$ cat src/rtl/my_pkg.sv
// Shared types for the sequential RV32M multiply/divide unit.
// No logic; opcode encoding, FSM state encoding and iteration count.
// DIV state value exists only when MULDIV_DIVIDE_EN is defined.
package my_pkg;

  localparam int MULDIV_ITER = 32;
  localparam int CNT_W       = $clog2(MULDIV_ITER);

  // op[2] marks the divide class; op[1] selects remainder within it,
  // op[0] marks the unsigned divide variants.
  typedef enum logic [2:0] {
    OP_MUL    = 3'd0,
    OP_MULH   = 3'd1,
    OP_MULHSU = 3'd2,
    OP_MULHU  = 3'd3,
    OP_DIV    = 3'd4,
    OP_DIVU   = 3'd5,
    OP_REM    = 3'd6,
    OP_REMU   = 3'd7
  } muldiv_op_t;

  typedef enum logic [1:0] {
    S_IDLE = 2'd0,
    S_MUL  = 2'd1,
`ifdef MULDIV_DIVIDE_EN
    S_DIV  = 2'd2,
`endif
    S_DONE = 2'd3
  } muldiv_state_t;

endpackage

$ cat src/rtl/ex_muldiv_seq_if.sv
// EX-stage <-> multiply/divide sequencer request/response bundle.
// Combinational wires only, no latency.
// Request uses valid/ready; response is a one-cycle strobe with no ready.
interface ex_muldiv_seq_if;
  import my_pkg::*;

  logic        req_valid;
  logic        req_ready;
  muldiv_op_t  req_op;
  logic [31:0] req_op1;
  logic [31:0] req_op2;
  logic        flush;
  logic        stall;
  logic        rsp_valid;
  logic [31:0] rsp_result;
  logic        busy;

  // EX stage side
  modport master (
    output req_valid, req_op, req_op1, req_op2, flush,
    input  req_ready, stall, rsp_valid, rsp_result, busy
  );

  // Sequencer side
  modport slave (
    input  req_valid, req_op, req_op1, req_op2, flush,
    output req_ready, stall, rsp_valid, rsp_result, busy
  );

endinterface

$ cat src/rtl/muldiv_sign_fix.sv
// Conditional two's-complement negate on N lanes of W bits.
// Purely combinational, zero latency.
// No flow control; used both to form magnitudes and to re-apply the sign.
module muldiv_sign_fix #(
  parameter int W = 32,
  parameter int N = 1
) (
  input  logic [N-1:0][W-1:0] val_i,
  input  logic [N-1:0]        neg_i,
  output logic [N-1:0][W-1:0] val_o
);

  localparam logic [W-1:0] ONE = W'(1);

  // per lane: pass through or negate
  always_comb begin
    for (int i = 0; i < N; i++) begin
      val_o[i] = neg_i[i] ? (~val_i[i] + ONE) : val_i[i];
    end
  end

endmodule

$ cat src/rtl/ex_muldiv_seq.sv
// Sequential RV32M multiply/divide unit (radix-2 shift-add / restoring divide).
// Latency 33 cycles accept-to-result, 1 cycle for divide special cases.
// Holds req_ready low while busy and raises stall; result has no backpressure.
// Divider compiled only with MULDIV_DIVIDE_EN; otherwise divide ops return 0.
module ex_muldiv_seq
  import my_pkg::*;
(
  input logic           CLK,
  input logic           RST,
  input logic           EN,
  ex_muldiv_seq_if.slave bus
);

  localparam logic [CNT_W-1:0] CNT_LAST = CNT_W'(MULDIV_ITER - 1);
  localparam logic [CNT_W-1:0] CNT_ONE  = CNT_W'(1);

  muldiv_state_t    state_q, state_d;
  logic [CNT_W-1:0] cnt_q, cnt_d;
  muldiv_op_t       op_q, op_d;
  logic [31:0]      a_q, a_d;       // multiplicand / divisor magnitude
  logic [63:0]      acc_q, acc_d;   // {hi, lo}: product, or {remainder, quotient}
  logic             neg_q, neg_d;   // negate product / quotient
  logic [31:0]      res_q, res_d;
`ifdef MULDIV_DIVIDE_EN
  logic             neg_rem_q, neg_rem_d;
  logic [64:0]      div_shl;
  logic [33:0]      div_diff;
  logic [63:0]      div_next;
`endif

  logic             op1_signed, op2_signed;
  logic             s1, s2;
  logic [1:0][31:0] mag;
  logic [32:0]      mul_sum;
  logic [63:0]      mul_next;
  logic [63:0]      fix_in;
  logic             fix_neg;
  logic [0:0][63:0] fix_out;
  logic [31:0]      fix_res;

  // operand signedness per RV32M opcode
  always_comb begin
    op1_signed = 1'b0;
    op2_signed = 1'b0;
    case (bus.req_op)
      OP_MUL, OP_MULH, OP_DIV, OP_REM: begin
        op1_signed = 1'b1;
        op2_signed = 1'b1;
      end
      OP_MULHSU: op1_signed = 1'b1;
      default: ;
    endcase
    s1 = op1_signed & bus.req_op1[31];
    s2 = op2_signed & bus.req_op2[31];
  end

  muldiv_sign_fix #(.W(32), .N(2)) u_mag (
    .val_i ({bus.req_op2, bus.req_op1}),
    .neg_i ({s2, s1}),
    .val_o (mag)
  );

  // one shift-add step: add multiplicand when lo[0], then shift right
  always_comb begin
    mul_sum  = {1'b0, acc_q[63:32]} + (acc_q[0] ? {1'b0, a_q} : 33'd0);
    mul_next = {mul_sum, acc_q[31:1]};
  end

`ifdef MULDIV_DIVIDE_EN
  // one restoring step: shift in next dividend bit, keep difference if non-negative
  always_comb begin
    div_shl  = {acc_q, 1'b0};
    div_diff = {1'b0, div_shl[64:32]} - {2'b00, a_q};
    div_next = div_diff[33] ? div_shl[63:0] : {div_diff[31:0], div_shl[31:1], 1'b1};
  end
`endif

  // select what the final negate sees on the last iteration
  always_comb begin
    fix_in  = mul_next;
    fix_neg = neg_q;
`ifdef MULDIV_DIVIDE_EN
    if (state_q == S_DIV) begin
      fix_in  = {32'd0, op_q[1] ? div_next[63:32] : div_next[31:0]};
      fix_neg = op_q[1] ? neg_rem_q : neg_q;
    end
`endif
  end

  muldiv_sign_fix #(.W(64), .N(1)) u_fix (
    .val_i (fix_in),
    .neg_i (fix_neg),
    .val_o (fix_out)
  );

  // pick low or high word of the signed result
  always_comb begin
    fix_res = (op_q == OP_MUL) ? fix_out[0][31:0] : fix_out[0][63:32];
`ifdef MULDIV_DIVIDE_EN
    if (state_q == S_DIV) fix_res = fix_out[0][31:0];
`endif
  end

  // FSM, counter and datapath next-state; everything holds when EN is low
  always_comb begin
    state_d = state_q;
    cnt_d   = cnt_q;
    op_d    = op_q;
    a_d     = a_q;
    acc_d   = acc_q;
    neg_d   = neg_q;
    res_d   = res_q;
`ifdef MULDIV_DIVIDE_EN
    neg_rem_d = neg_rem_q;
`endif
    if (EN) begin
      if (bus.flush) begin
        state_d = S_IDLE;
        cnt_d   = '0;
      end else begin
        case (state_q)
          S_IDLE: begin
            if (bus.req_valid) begin
              op_d  = bus.req_op;
              cnt_d = '0;
              res_d = '0;
              neg_d = s1 ^ s2;
              if (!bus.req_op[2]) begin
                state_d = S_MUL;
                a_d     = mag[0];
                acc_d   = {32'd0, mag[1]};
              end else begin
`ifdef MULDIV_DIVIDE_EN
                state_d   = S_DIV;
                a_d       = mag[1];
                acc_d     = {32'd0, mag[0]};
                neg_rem_d = s1;
                if (bus.req_op2 == 32'd0) begin
                  state_d = S_DONE;
                  res_d   = bus.req_op[1] ? bus.req_op1 : 32'hFFFF_FFFF;
                end else if (!bus.req_op[0] && bus.req_op1 == 32'h8000_0000 &&
                             bus.req_op2 == 32'hFFFF_FFFF) begin
                  state_d = S_DONE;
                  res_d   = bus.req_op[1] ? 32'd0 : 32'h8000_0000;
                end
`else
                state_d = S_DONE;
                res_d   = '0;
`endif
              end
            end
          end
          S_MUL: begin
            acc_d = mul_next;
            if (cnt_q == CNT_LAST) begin
              state_d = S_DONE;
              cnt_d   = '0;
              res_d   = fix_res;
            end else begin
              cnt_d = cnt_q + CNT_ONE;
            end
          end
`ifdef MULDIV_DIVIDE_EN
          S_DIV: begin
            acc_d = div_next;
            if (cnt_q == CNT_LAST) begin
              state_d = S_DONE;
              cnt_d   = '0;
              res_d   = fix_res;
            end else begin
              cnt_d = cnt_q + CNT_ONE;
            end
          end
`endif
          S_DONE:  state_d = S_IDLE;
          default: state_d = S_IDLE;
        endcase
      end
    end
  end

  // state registers, asynchronously cleared
  always_ff @(posedge CLK or posedge RST) begin
    if (RST) begin
      state_q <= S_IDLE;
      cnt_q   <= '0;
      op_q    <= OP_MUL;
      a_q     <= '0;
      acc_q   <= '0;
      neg_q   <= 1'b0;
      res_q   <= '0;
`ifdef MULDIV_DIVIDE_EN
      neg_rem_q <= 1'b0;
`endif
    end else begin
      state_q <= state_d;
      cnt_q   <= cnt_d;
      op_q    <= op_d;
      a_q     <= a_d;
      acc_q   <= acc_d;
      neg_q   <= neg_d;
      res_q   <= res_d;
`ifdef MULDIV_DIVIDE_EN
      neg_rem_q <= neg_rem_d;
`endif
    end
  end

  // handshake, hazard and result outputs; stall forced low while in reset
  always_comb begin
    bus.req_ready  = (state_q == S_IDLE) & ~bus.flush;
    bus.busy       = (state_q != S_IDLE);
    bus.rsp_valid  = (state_q == S_DONE) & ~bus.flush;
    bus.rsp_result = bus.rsp_valid ? res_q : 32'd0;
    bus.stall      = ~RST & ((state_q == S_MUL)
`ifdef MULDIV_DIVIDE_EN
                             | (state_q == S_DIV)
`endif
                             | ((state_q == S_IDLE) & bus.req_valid & ~bus.flush));
  end

endmodule
$ cat src/flat_wrapper.sv
// flat-port wrapper written by rule: the top's interface ports become plain ports
module ex_muldiv_seq_flat import my_pkg::*;
  (CLK, RST, EN, bus_req_valid, bus_req_op, bus_req_op1, bus_req_op2, bus_flush, bus_req_ready, bus_stall, bus_rsp_valid, bus_rsp_result, bus_busy);
  ex_muldiv_seq_if bus_i ();
  input logic CLK;
  input logic RST;
  input logic EN;
  input wire logic [$bits(bus_i.req_valid)-1:0] bus_req_valid;
  input wire logic [$bits(bus_i.req_op)-1:0] bus_req_op;
  input wire logic [$bits(bus_i.req_op1)-1:0] bus_req_op1;
  input wire logic [$bits(bus_i.req_op2)-1:0] bus_req_op2;
  input wire logic [$bits(bus_i.flush)-1:0] bus_flush;
  output wire logic [$bits(bus_i.req_ready)-1:0] bus_req_ready;
  output wire logic [$bits(bus_i.stall)-1:0] bus_stall;
  output wire logic [$bits(bus_i.rsp_valid)-1:0] bus_rsp_valid;
  output wire logic [$bits(bus_i.rsp_result)-1:0] bus_rsp_result;
  output wire logic [$bits(bus_i.busy)-1:0] bus_busy;
  assign bus_i.req_valid = bus_req_valid;
  assign bus_i.req_op = bus_req_op;
  assign bus_i.req_op1 = bus_req_op1;
  assign bus_i.req_op2 = bus_req_op2;
  assign bus_i.flush = bus_flush;
  assign bus_req_ready = bus_i.req_ready;
  assign bus_stall = bus_i.stall;
  assign bus_rsp_valid = bus_i.rsp_valid;
  assign bus_rsp_result = bus_i.rsp_result;
  assign bus_busy = bus_i.busy;
  ex_muldiv_seq u_core (.CLK(CLK), .RST(RST), .EN(EN), .bus(bus_i));
endmodule
$ cat config.mk
export PLATFORM = sky130hd
export DESIGN_NAME = ex_muldiv_seq_flat
export DESIGN_NICKNAME = d
export VERILOG_FILES = /design/src/rtl/my_pkg.sv /design/src/rtl/ex_muldiv_seq_if.sv /design/src/rtl/muldiv_sign_fix.sv /design/src/rtl/ex_muldiv_seq.sv /design/src/flat_wrapper.sv
export SDC_FILE = /design/constraint.sdc
export NUM_CORES = 1
export LEC_CHECK = 0
export CORE_MARGIN = 1.5
export CORE_UTILIZATION = 55
export DETAILED_ROUTE_END_ITERATION = 6
export GPL_ROUTABILITY_DRIVEN = 1
export PLACE_DENSITY = 0.83
export SETUP_SLACK_MARGIN = 0.2
export SLEW_MARGIN = 25
export SYNTH_ARGS = -nofsm -noshare
export SYNTH_HDL_FRONTEND = slang
export SYNTH_HIERARCHICAL = 1
export SYNTH_SLANG_ARGS = --single-unit
$ cat constraint.sdc
create_clock -name CLK -period 15.3 [get_ports CLK]
set_input_delay 3.825 -clock CLK [delete_from_list [all_inputs] [get_ports CLK]]
set_output_delay 3.825 -clock CLK [all_outputs]
set_load 0.02 [all_outputs]
======== Word-level counts from Yosys, hierarchy flattened ========
Index checks and enable logic that the tools add are counted.
operators by class
  bitwise logic cells ..................... 15
  add/subtract/negate cells ............... 5
  reduce and logical (&&, ||, !) cells .... 14
  multiplexer cells ....................... 23
  equal/unequal tests ..................... 12
operators with widths
  kind                                           number
  two-way mux 32 bit                             7
  two-way mux 64 bit                             3
  case mux 64 bit (2 select lines)               1
  adder 32 x 1 -> 32 bit, second input constant  2
  adder 64 x 1 -> 64 bit, second input constant  1
  inverter 32 bit                                2
  inverter 64 bit                                1
  case mux 32 bit (2 select lines)               1
  adder 32 x 33 -> 33 bit                        1
  two-way mux 5 bit                              3
  AND reduction 5 bit                            3
  case mux 5 bit (2 select lines)                1
  two-way mux 2 bit                              4
  bitwise AND 1 bit                              7
  equality test 3 bit, second input constant     2
  logical NOT 3 bit                              2
  AND reduction 3 bit                            2
  adder 5 x 1 -> 5 bit, second input constant    1
  equality test 5 bit, second input constant     1
  OR reduction 5 bit                             1
  inequality test 2 bit, second input constant   2
  case mux 2 bit (2 select lines)                1
  AND reduction 4 bit                            1
  nonzero test 2 bit                             2
  other kinds (14)                               17
word-level totals
  register bits ........................... 139

======== Longest topological paths before layout ========
Gate-level depths: netlist of the first run.
  depth in word-level cells ............... 8
  depth in mapped cells ................... 17
  depth with buffers taken out ............ 16

======== Modules after synthesis ========
Netlist of the first run, hierarchy kept.
by module, submodules not included
  module                           instances  cells an instance  area an instance (µm²)  sequential area each (µm²)
  ex_muldiv_seq                    1          847                8,433.1                 3,478.3
  muldiv_sign_fix at u_core.u_fix  1          206                1,649.1                 0.0
  muldiv_sign_fix at u_core.u_mag  1          189                1,452.6                 0.0

======== Worst setup path after synthesis of the first run ========
No wires, ideal clock.
  kind .................................... input to output
  from .................................... input port bus_flush
  to ...................................... output port bus_rsp_result[22]
  cell stages on the path ................. 3
  arrival time ............................ 4,854 ps
  required time ........................... 11,475 ps
  path buffers ............................ 1
  path slack .............................. 6,621 ps
  path through ............................ nor3b_1 -> clkbuf_1 -> and2_1
on the way
  word-level cells in the longest chain between the ends .. 3
RTL lines
  item                             RTL line              source
  start: declaration               flat_wrapper.sv:12    input wire logic [$bits(bus_i.flush)-1:0] bus_flush;
  inverter 1 bit (no source line)  --
  bitwise AND 1 bit                ex_muldiv_seq.sv:213  bus.rsp_valid = (state_q == S_DONE) & ~bus.flush;
  via bus_rsp_valid                flat_wrapper.sv:15    output wire logic [$bits(bus_i.rsp_valid)-1:0] bus_rsp_valid;
  two-way mux 32 bit               ex_muldiv_seq.sv:214  bus.rsp_result = bus.rsp_valid ? res_q : 32'd0;
  end: declaration                 flat_wrapper.sv:16    output wire logic [$bits(bus_i.rsp_result)-1:0] bus_rsp_result;
The timed path passes the listed nets, and every way through them passes these cells.

======== Worst setup path in the final report of the first run ========
  from .................................... input port bus_flush
  to ...................................... output port bus_rsp_result[7]
on the way
  word-level cells in the longest chain between the ends .. 3
RTL lines
  item                             RTL line
  inverter 1 bit (no source line)  --
  bitwise AND 1 bit                ex_muldiv_seq.sv:213
  two-way mux 32 bit               ex_muldiv_seq.sv:214
No other way between the ends.

==> impl_metrics.yaml, run 1 <==
pwr:
  leakagePower_nw: 5.27
  ir_worst_vdd_v: 0.0000923
  p_per_area_nw_per_um2: 165
worst_setup_path:
  crit_buf_inv: 2
  path_depth: 4
  end_kind: "output pin"
  crit_type: "in -> out"
  cpMostUsedCell: "clkdlybuf4s50_1"
  crit_start: "bus_flush"
  crit_path_start_kind: "input pin"
  reg2reg_depth: 16
  r2r-start: "u_core/acc_q[0]$_DFFE_PP0P_"
  critPathRequiredTime_ns: 11.48
  cp.arrival_ns: 6.03
  critical-path-top-delay-family: "buffers and inverters"
  slowest_stage: "nor3b_4"
  critical-path-max-stage-delay_ns: 0.80
  path_cells: "clkdlybuf4s50_1, nor3b_4, and2_1, clkdlybuf4s50_1"
  worstPathMaxFanout: 33
logic_synthesis:
  syn_inst: 1242
  synth-main-ff-cell: "dfrtp_1"
  yosysWarnings: 6
  ys_ff_latch: 139
  synthDistinctLibCells: 90
  async_flop_share: 1.00
  synth_area_sq_um: 11500
  syn_nets: 1352
  synth_seq_area_share: 0.302
  avgSynthCellArea_sq_um: 9.29
  synth-edff-count: 0
timing:
  finalClockSkew_ns: 0.0123
  period_share: 0.644
  finalCriticalPeriod_ns: 9.86
  worstMarginPinSlew_ns: 0.892
  max_freq_mhz: 101
  setup_viol: 0
  slew_violations: 0
  hold_viol: 0
  setup_ws_ns: 5.44
  finalSetupTns_ns: 0
  rsz0062_at_grt: "no"
  slew_headroom: 0.405
cells_and_area:
  syn_to_final_growth_pct: 14.9
  nets: 1415
  final_common_cell: "xnor2_1"
  layout-drive-gt1-share: 0.121
  insertedDiodeCount: 0
  final_cell_mix: "142 x xnor2_1, 138 x dfrtp_1, 126 x o21ai_0"
  final_util: 0.649
clock_tree:
  cts_made_buffers: 17
  clk_pin_slew_worst_paths_ns: 0.06
  tritoncts: "done"
  hold_buffers: 0
  clk_latency_ns: 0.43
  htree_levels: 4
  ctsResizeCount: 0
  max-clock-path-buffers: 2
  clk_root_buffer_cell: "clkbuf_16"
  cts.sinks: 139
  post-cts-setup-buffers: 0
detailed_routing:
  drc_errors: 0
  totalWireLength_um: 30000
  dr.first_iter.drc_count: 934
  num_vias: 10000
  wire_per_inst_um: 18.9
  antenna_left: 0
  avgViaCountPerCell: 6.32
  firstDrtPassIters: 5
die:
  die_w_um: 148
  dieArea_sq_um: 21900
  row_count: 52
  core_sq_um: 20400
  io_pins: 108
  dieHeight_um: 148
  start_util: 0.565
global_routing:
  grt_pass1_wl_um: 48900
  grt_use_total: 0.279
  antenna_found_initial: 0
  grt_pass1_vias: 9570
  grt-ovfl-total: 0
  grt_max_degree: 78
placed_design:
  dpl.hpwl_um: 22200
  numPortBuffers: 107
  dp_worst_setup_slack_ns: 5.43
  place_congestion: 0.944
outcome:
  status: "complete, no violations"
worst_hold_path:
  hold_path.startpoint: "u_core/res_q[27]$_DFFE_PP0P_"
  hp-class: "reg -> reg"
  whs_path_depth: 2
run:
  drv_cap: 0
==> registers in the layout, indices dropped and copies added, names as in the netlist <==
signal / count
u_core/op_q: 3
u_core/cnt_q: 5
u_core/state_q: 2
u_core/acc_q: 64
u_core/res_q: 32
u_core/fix_neg: 1
u_core/a_q: 32
==> Yosys cell counts, types with 16 or more instances <==
library cell  count  area share
o21ai_0         126       0.055
mux2i_1          64       0.056
xnor2_1         142        0.11
nor2_1           35       0.011
mux2_2           27       0.026
ha_1             37       0.040
and2_1           69       0.037
clkbuf_1         37       0.012
a22o_1           29       0.022
nand4_1          18      0.0098
or3_1            19       0.010
o41ai_1          18       0.014
o31ai_1          40       0.026
nand3_1          16      0.0069
a21o_1           16       0.010
dfrtp_1         139        0.30
a21oi_1          31       0.013
inv_1            16      0.0052
nand2_1         118       0.038
nor3_1           16      0.0069
==> worst register-to-register path, stage by stage, from the launching register on <==
cell,delay (ns)
dfrtp_1,0.70
and2_1,0.35
ha_1,0.23
fa_1,0.43
a211o_1,0.34
o211ai_2,0.08
a211oi_1,0.15
o21ai_0,0.43
nand2_1,0.18
xor2_1,0.25
or4_4,0.56
or3_1,0.37
or4_1,0.42
o31ai_1,0.25
xnor2_1,0.17
mux2i_1,0.11
o21ai_0,0.18
==> per-stage QoR <==
step           total power (W)  cells  area (sq um)  hold WS [ns]
2_1_floorplan          0.00145   1242         11500         0.442
3_3_place_gp           0.00169   1554         12600         0.459
3_5_place_dp           0.00173   1555         12600         0.467
4_1_cts                0.00217   1586         13200         0.481
5_1_grt                0.00232   1587         13300         0.503
6_report               0.00219   1587         13300         0.477
==> per-layer routing <==
metal,GRT usage,vias up,part of all wire
met5,0,-,0
met4,0.101,0,0.028
met3,0.0352,77,0.051
met2,0.459,407,0.49
met1,0.378,4855,0.44
li1,-,4693,-
==> report_power, final <==
group | switching [W] | leakage (nW) | internal [W]
Sequential | 0.000154 | 1.79 | 0.000505
Clock | 0.000162 | 0.287 | 0.000273
Combinational | 0.000626 | 3.19 | 0.000471
Total | 0.000943 | 5.27 | 0.00125
==> area by class of cell <==
cell class	instances	area [sq um]
fillers	1658	7180
well taps	270	338
multi-input cells	1015	7600
repair buffers	115	1150
clock inverters	9	136
flip-flops and latches	139	3480
clock buffers	22	484
inverters	17	66.3
==> path summary, 6_finish.rpt <==
path | to | slack (ns)
worst max-delay path | bus_rsp_result[7] | 5.44
worst min-delay path | u_core/res_q[27]$_DFFE_PP0P_ | 0.48
worst max register to register | u_core/res_q[31]$_DFFE_PP0P_ | 10.03
worst min register to register | u_core/res_q[27]$_DFFE_PP0P_ | 0.48
max in group asynchronous | u_core/acc_q[39]$_DFFE_PP0P_ | 10.22
min in group asynchronous | u_core/cnt_q[4]$_DFFE_PP0P_ | 3.93
==> cell families (layout without fill, tap and decap cells) <==
kind of cell	after synthesis	count (layout)	synth area share
AO/OA/AOI/OAI	343	343	0.215
XOR/XNOR	150	150	0.114
adder cells (fa/ha/maj)	38	38	0.0419
buffers and inverters	88	163	0.0438
flip-flops	139	139	0.302
multiplexers	101	101	0.0949
AND/OR/NAND/NOR	383	383	0.189
(Power assumes the default switching activity.)
==> inputs of run 2 (changes only) <==
Settings changed: CORE_UTILIZATION 55 to 54, PLACE_DENSITY 0.83 to 0.85.
Clock period 15.3 ns to 8.9 ns, I/O delays scaled along.
==> run 2 against run 1 <==
  * Non-clock buffer count is the same
  * Clock skew decreased by 0.0021 ns
  * Hold slack got worse by 0.0083 ns
  * Combinational power is 71% higher
  * Core utilization is 1.6 points lower
  * Final area about the same
  * Die area rose by 1.8%
  * Wire length down 1.6%
  * Count of clock-buffer cells in the layout decreased by 2
  * First-iteration DRC count is 16% lower
  * Via count down 1.3%
  * Final cell count is 0.38% higher
  * Largest power group unchanged
==> impl_metrics.yaml, run 2 (synthesized netlist as in run 1, its figures left out) <==
worst_setup_path:
  reg2reg_to: "u_core/res_q[31]$_DFFE_PP0P_"
  cp.arrival_ns: 4.45
  critical-path-max-stage-delay_ns: 0.81
  cp-endpoint: "bus_rsp_result[2]"
  crit_start: "bus_flush"
  cpMostUsedCell: "clkdlybuf4s50_1"
  slowest_stage: "nor3b_4"
  reg2reg_depth: 16
  worstPathMaxFanout: 33
  crit_type: "in -> out"
  end_kind: "output pin"
  reg2reg_slack_ns: 3.71
  crit_path_start_kind: "input pin"
  r2r-start: "u_core/acc_q[0]$_DFFE_PP0P_"
  path_cells: "clkdlybuf4s50_1, nor3b_4, and2_1, clkdlybuf4s50_1"
  critPathRequiredTime_ns: 6.68
clock_tree:
  htree_levels: 4
  cts.sinks: 139
  hold_buffers: 0
  max-clock-path-buffers: 2
  clk_pin_slew_worst_paths_ns: 0.06
  clk_latency_ns: 0.42
  post-cts-setup-buffers: 0
  ctsResizeCount: 0
  tritoncts: "done"
  cts_made_buffers: 17
  clk_root_buffer_cell: "clkbuf_16"
placed_design:
  dpl.hpwl_um: 22300
  numPortBuffers: 107
  place_congestion: 0.941
  place_inst: 1560
cells_and_area:
  final_common_cell: "xnor2_1"
  nets: 1415
  largest_reg_flops: 64
  largest_registers: "u_core/acc_q x64, u_core/a_q x32, u_core/res_q x32"
  stdcell_count: 1593
  syn_to_final_growth_pct: 14.9
  final_util: 0.633
  layout-drive-gt1-share: 0.121
  regMostFlops: "u_core/acc_q"
  final_cell_mix: "142 x xnor2_1, 138 x dfrtp_1, 126 x o21ai_0"
  insertedDiodeCount: 0
global_routing:
  grt_max_degree: 76
  grt_pass1_wl_um: 47900
  grt_pass1_vias: 9410
  grt-ovfl-total: 0
  grt_use_total: 0.272
  antenna_found_initial: 0
die:
  start_util: 0.550
  die_w_um: 149
  io_pins: 108
  dieHeight_um: 149
  dieArea_sq_um: 22200
  core_sq_um: 21000
  row_count: 53
detailed_routing:
  num_vias: 9899
  wire_per_inst_um: 18.6
  avgViaCountPerCell: 6.21
  dr.first_iter.drc_count: 786
  drc_errors: 0
  totalWireLength_um: 29600
  antenna_left: 0
  firstDrtPassIters: 7
timing:
  setup_viol: 0
  finalCriticalPeriod_ns: 6.67
  rsz0062_at_grt: "no"
  slew_violations: 0
  hold_viol: 0
  slew_headroom: 0.405
  finalSetupTns_ns: 0
  max_freq_mhz: 150
  period_share: 0.750
  finalClockSkew_ns: 0.0102
  fin_hold_ws_ns: 0.469
  worstMarginPinSlew_ns: 0.891
pwr:
  leakagePower_nw: 5.27
  ir_worst_vdd_v: 0.000143
  p_per_area_nw_per_um2: 283
outcome:
  status: "complete, no violations"
worst_hold_path:
  hp-class: "reg -> reg"
run:
  drv_cap: 0
==> run 2: changes by cell type in the layout (fill, tap and decap cells not counted) <==
| cell | previous run | this run |
|---|---|---|
| clkinv_4 | 0 | 2 |
| clkbuf_8 | 4 | 2 |
| inv_6 | 1 | 2 |
==> run 2: worst min path at each step <==
stage / startpoint / to / slack [ns] / depth (start not counted)
floorplan: u_core/res_q[0]$_DFFE_PP0P_ / u_core/res_q[0]$_DFFE_PP0P_ / 0.44 / 2
CTS: u_core/res_q[28]$_DFFE_PP0P_ / u_core/res_q[28]$_DFFE_PP0P_ / 0.48 / 2
global placement: u_core/res_q[10]$_DFFE_PP0P_ / u_core/res_q[10]$_DFFE_PP0P_ / 0.46 / 2
finish: u_core/res_q[28]$_DFFE_PP0P_ / u_core/res_q[28]$_DFFE_PP0P_ / 0.47 / 2
detailed placement: u_core/res_q[8]$_DFFE_PP0P_ / u_core/res_q[8]$_DFFE_PP0P_ / 0.46 / 2
global route: u_core/res_q[28]$_DFFE_PP0P_ / u_core/res_q[28]$_DFFE_PP0P_ / 0.48 / 2
==> run 2: layout make-up <==
cell class	count	area (sq um)
clock buffers	20	457
repair buffers	115	1150
flip-flops and latches	139	3480
fillers	1699	7700
well taps	275	344
multi-input cells	1015	7600
inverters	17	66.3
clock inverters	12	163
==> run 2: critical path, delay by kind of cell <==
kind | cells | cell delay (ns)
buf+inv | 2 | 1.17
simple gates | 2 | 1.04
==> run 2: metrics by stage <==
| step | total power (W) | setup WS (ns) | instance area, sq um |
|---|---|---|---|
| 2_1_floorplan | 0.00249 | 2.95 | 11500 |
| 3_3_place_gp | 0.00290 | 2.06 | 12600 |
| 3_5_place_dp | 0.00296 | 2.19 | 12600 |
| 4_1_cts | 0.00373 | 2.20 | 13200 |
| 5_1_grt | 0.00397 | 1.99 | 13300 |
| 6_report | 0.00375 | 2.23 | 13300 |
==> run 2: metal layers <==
| layer | GRT usage | up-vias | routed length (um) |
|---|---|---|---|
| met5 | 0 | - | 0 |
| met4 | 0.126 | 0 | 982 |
| met3 | 0.0327 | 75 | 1350 |
| met2 | 0.442 | 357 | 14300 |
| met1 | 0.361 | 4763 | 13000 |
| li1 | - | 4704 | - |
==> run 2: report_power, final <==
part	switching, W	total [W]	internal, W
Sequential	0.000260	0.00113	0.000868
Clock	0.000284	0.000742	0.000458
Combinational	0.00107	0.00188	0.000811
Total	0.00162	0.00375	0.00214
==> inputs of run 3 (changes only) <==
Settings changed: CORE_UTILIZATION 54 to 55, PLACE_DENSITY 0.85 to 0.83.
Clock period 8.9 ns to 6.6 ns, I/O delays scaled along.
==> run 3 against run 2 <==
  * Wire length up 1.9%
  * Critical path depth up 1
  * Global-route usage up 0.41 points
  * Combinational power up 36%
  * First-iteration DRC count up 27%
  * Clock skew down 0.0026 ns
  * Power up 33%
  * Clock power up 21%
  * Hold slack worse by 0.0048 ns
  * Final cell count down 0.13%
  * Critical path type unchanged
  * Largest cell class unchanged
  * Largest power group unchanged
==> impl_metrics.yaml, run 3 (synthesized netlist as in run 1, its figures left out) <==
worst_setup_path:
  critical-path-max-stage-delay_ns: 0.62
  path_depth: 5
  crit_buf_inv: 3
  worstPathMaxFanout: 19
  critical-path-top-delay-family: "buffers and inverters"
  critPathRequiredTime_ns: 4.95
  crit_path_start_kind: "input pin"
  path_cells: "clkdlybuf4s50_1, nor3b_2, buf_4, and2_1, clkdlybuf4s50_1"
  slowest_stage: "nor3b_2"
  end_kind: "output pin"
  reg2reg_depth: 16
  r2r-start: "u_core/acc_q[0]$_DFFE_PP0P_"
  reg2reg_to: "u_core/res_q[31]$_DFFE_PP0P_"
  cp-endpoint: "bus_rsp_result[1]"
  cp.arrival_ns: 3.86
  reg2reg_slack_ns: 1.47
  crit_type: "in -> out"
  cpMostUsedCell: "clkdlybuf4s50_1"
  crit_start: "bus_flush"
timing:
  rsz0062_at_grt: "no"
  slew_headroom: 0.445
  finalClockSkew_ns: 0.00752
  fin_hold_ws_ns: 0.464
  finalSetupTns_ns: 0
  worstMarginPinSlew_ns: 0.832
  period_share: 0.835
  slew_violations: 0
  finalCriticalPeriod_ns: 5.51
  max_freq_mhz: 181
  hold_viol: 0
  setup_ws_ns: 1.09
  setup_viol: 0
cells_and_area:
  final_util: 0.646
  final_cell_mix: "142 x xnor2_1, 138 x dfrtp_1, 126 x o21ai_0"
  final_area_sq_um: 13200
  insertedDiodeCount: 0
  final_common_cell: "xnor2_1"
  syn_to_final_growth_pct: 14.5
  regMostFlops: "u_core/acc_q"
  layout-drive-gt1-share: 0.123
  nets: 1418
  largest_registers: "u_core/acc_q x64, u_core/a_q x32, u_core/res_q x32"
  largest_reg_flops: 64
global_routing:
  grt_pass1_vias: 9270
  grt_pass1_wl_um: 48300
  grt_max_degree: 75
  grt-ovfl-total: 0
  grt_use_total: 0.276
  antenna_found_initial: 1
detailed_routing:
  avgViaCountPerCell: 6.22
  wire_per_inst_um: 18.9
  drc_errors: 0
  totalWireLength_um: 30100
  num_vias: 9894
  dr.first_iter.drc_count: 998
  antenna_left: 0
  firstDrtPassIters: 6
clock_tree:
  htree_levels: 4
  cts.sinks: 139
  post-cts-setup-buffers: 0
  clk_latency_ns: 0.43
  ctsResizeCount: 0
  hold_buffers: 0
  clk_root_buffer_cell: "clkbuf_16"
  clk_pin_slew_worst_paths_ns: 0.06
  max-clock-path-buffers: 2
  cts_made_buffers: 17
  tritoncts: "done"
run:
  drv_cap: 0
placed_design:
  dp_worst_setup_slack_ns: 1.05
  dpl.hpwl_um: 22300
  place_congestion: 0.958
  dpl-instance-area_sq_um: 12600
  numPortBuffers: 107
die:
  die_w_um: 148
  io_pins: 108
  dieArea_sq_um: 21900
  start_util: 0.565
  dieHeight_um: 148
  row_count: 52
  core_sq_um: 20400
pwr:
  ir_worst_vdd_v: 0.000211
  leakagePower_nw: 5.27
  p_per_area_nw_per_um2: 377
outcome:
  status: "complete, no violations"
worst_hold_path:
  hp-class: "reg -> reg"
-- run 3: how the worst min path moves through the flow --
stage                                       startpoint                      endpoint  slack, ns  cells after the start
after global placement    u_core/res_q[21]$_DFFE_PP0P_  u_core/res_q[21]$_DFFE_PP0P_       0.46                      2
after detailed placement  u_core/res_q[21]$_DFFE_PP0P_  u_core/res_q[21]$_DFFE_PP0P_       0.46                      2
after global routing      u_core/res_q[21]$_DFFE_PP0P_  u_core/res_q[21]$_DFFE_PP0P_       0.48                      2
final                     u_core/res_q[21]$_DFFE_PP0P_  u_core/res_q[21]$_DFFE_PP0P_       0.46                      2
after CTS                 u_core/res_q[21]$_DFFE_PP0P_  u_core/res_q[21]$_DFFE_PP0P_       0.48                      2
after floorplan            u_core/res_q[0]$_DFFE_PP0P_   u_core/res_q[0]$_DFFE_PP0P_       0.44                      2
-- run 3: through the flow --
stage / cells / power [W]
global placement: 1556 / 0.00393
finish: 1591 / 0.00498
global route: 1591 / 0.00526
detailed placement: 1557 / 0.00400
CTS: 1589 / 0.00494
floorplan: 1242 / 0.00336
-- run 3: routing by layer --
metal  global-route usage  vias to the layer above  wire [um]  share of wire
met2                0.450                      352      14600           0.48
met4               0.0936                        0        764          0.025
met1                0.374                     4787      13100           0.44
met3               0.0426                       59       1670          0.055
li1                     -                     4696          -              -
met5                    0                        -          0              0
-- run 3: power breakdown --
group          switching [W]  internal (W)  leakage (nW)
combinational        0.00146       0.00110          3.21
clock               0.000373      0.000524         0.265
sequential          0.000359       0.00117          1.79
-- run 3: worst min-delay path, delay by kind of cell (launching register included) --
kind / cells / cell delay, ns
compound gates: 1 / 0.05
flops: 1 / 0.33
simple gates: 1 / 0.04
-- run 3: cell type report --
type	instances	area, sq um
Sequential cell	139	3480
Tap cell	270	338
Clock buffer	20	447
Clock inverter	12	100
Fill cell	1690	7230
Timing Repair Buffer	118	1180
Inverter	17	66.3
Multi-Input combinational cell	1015	7590
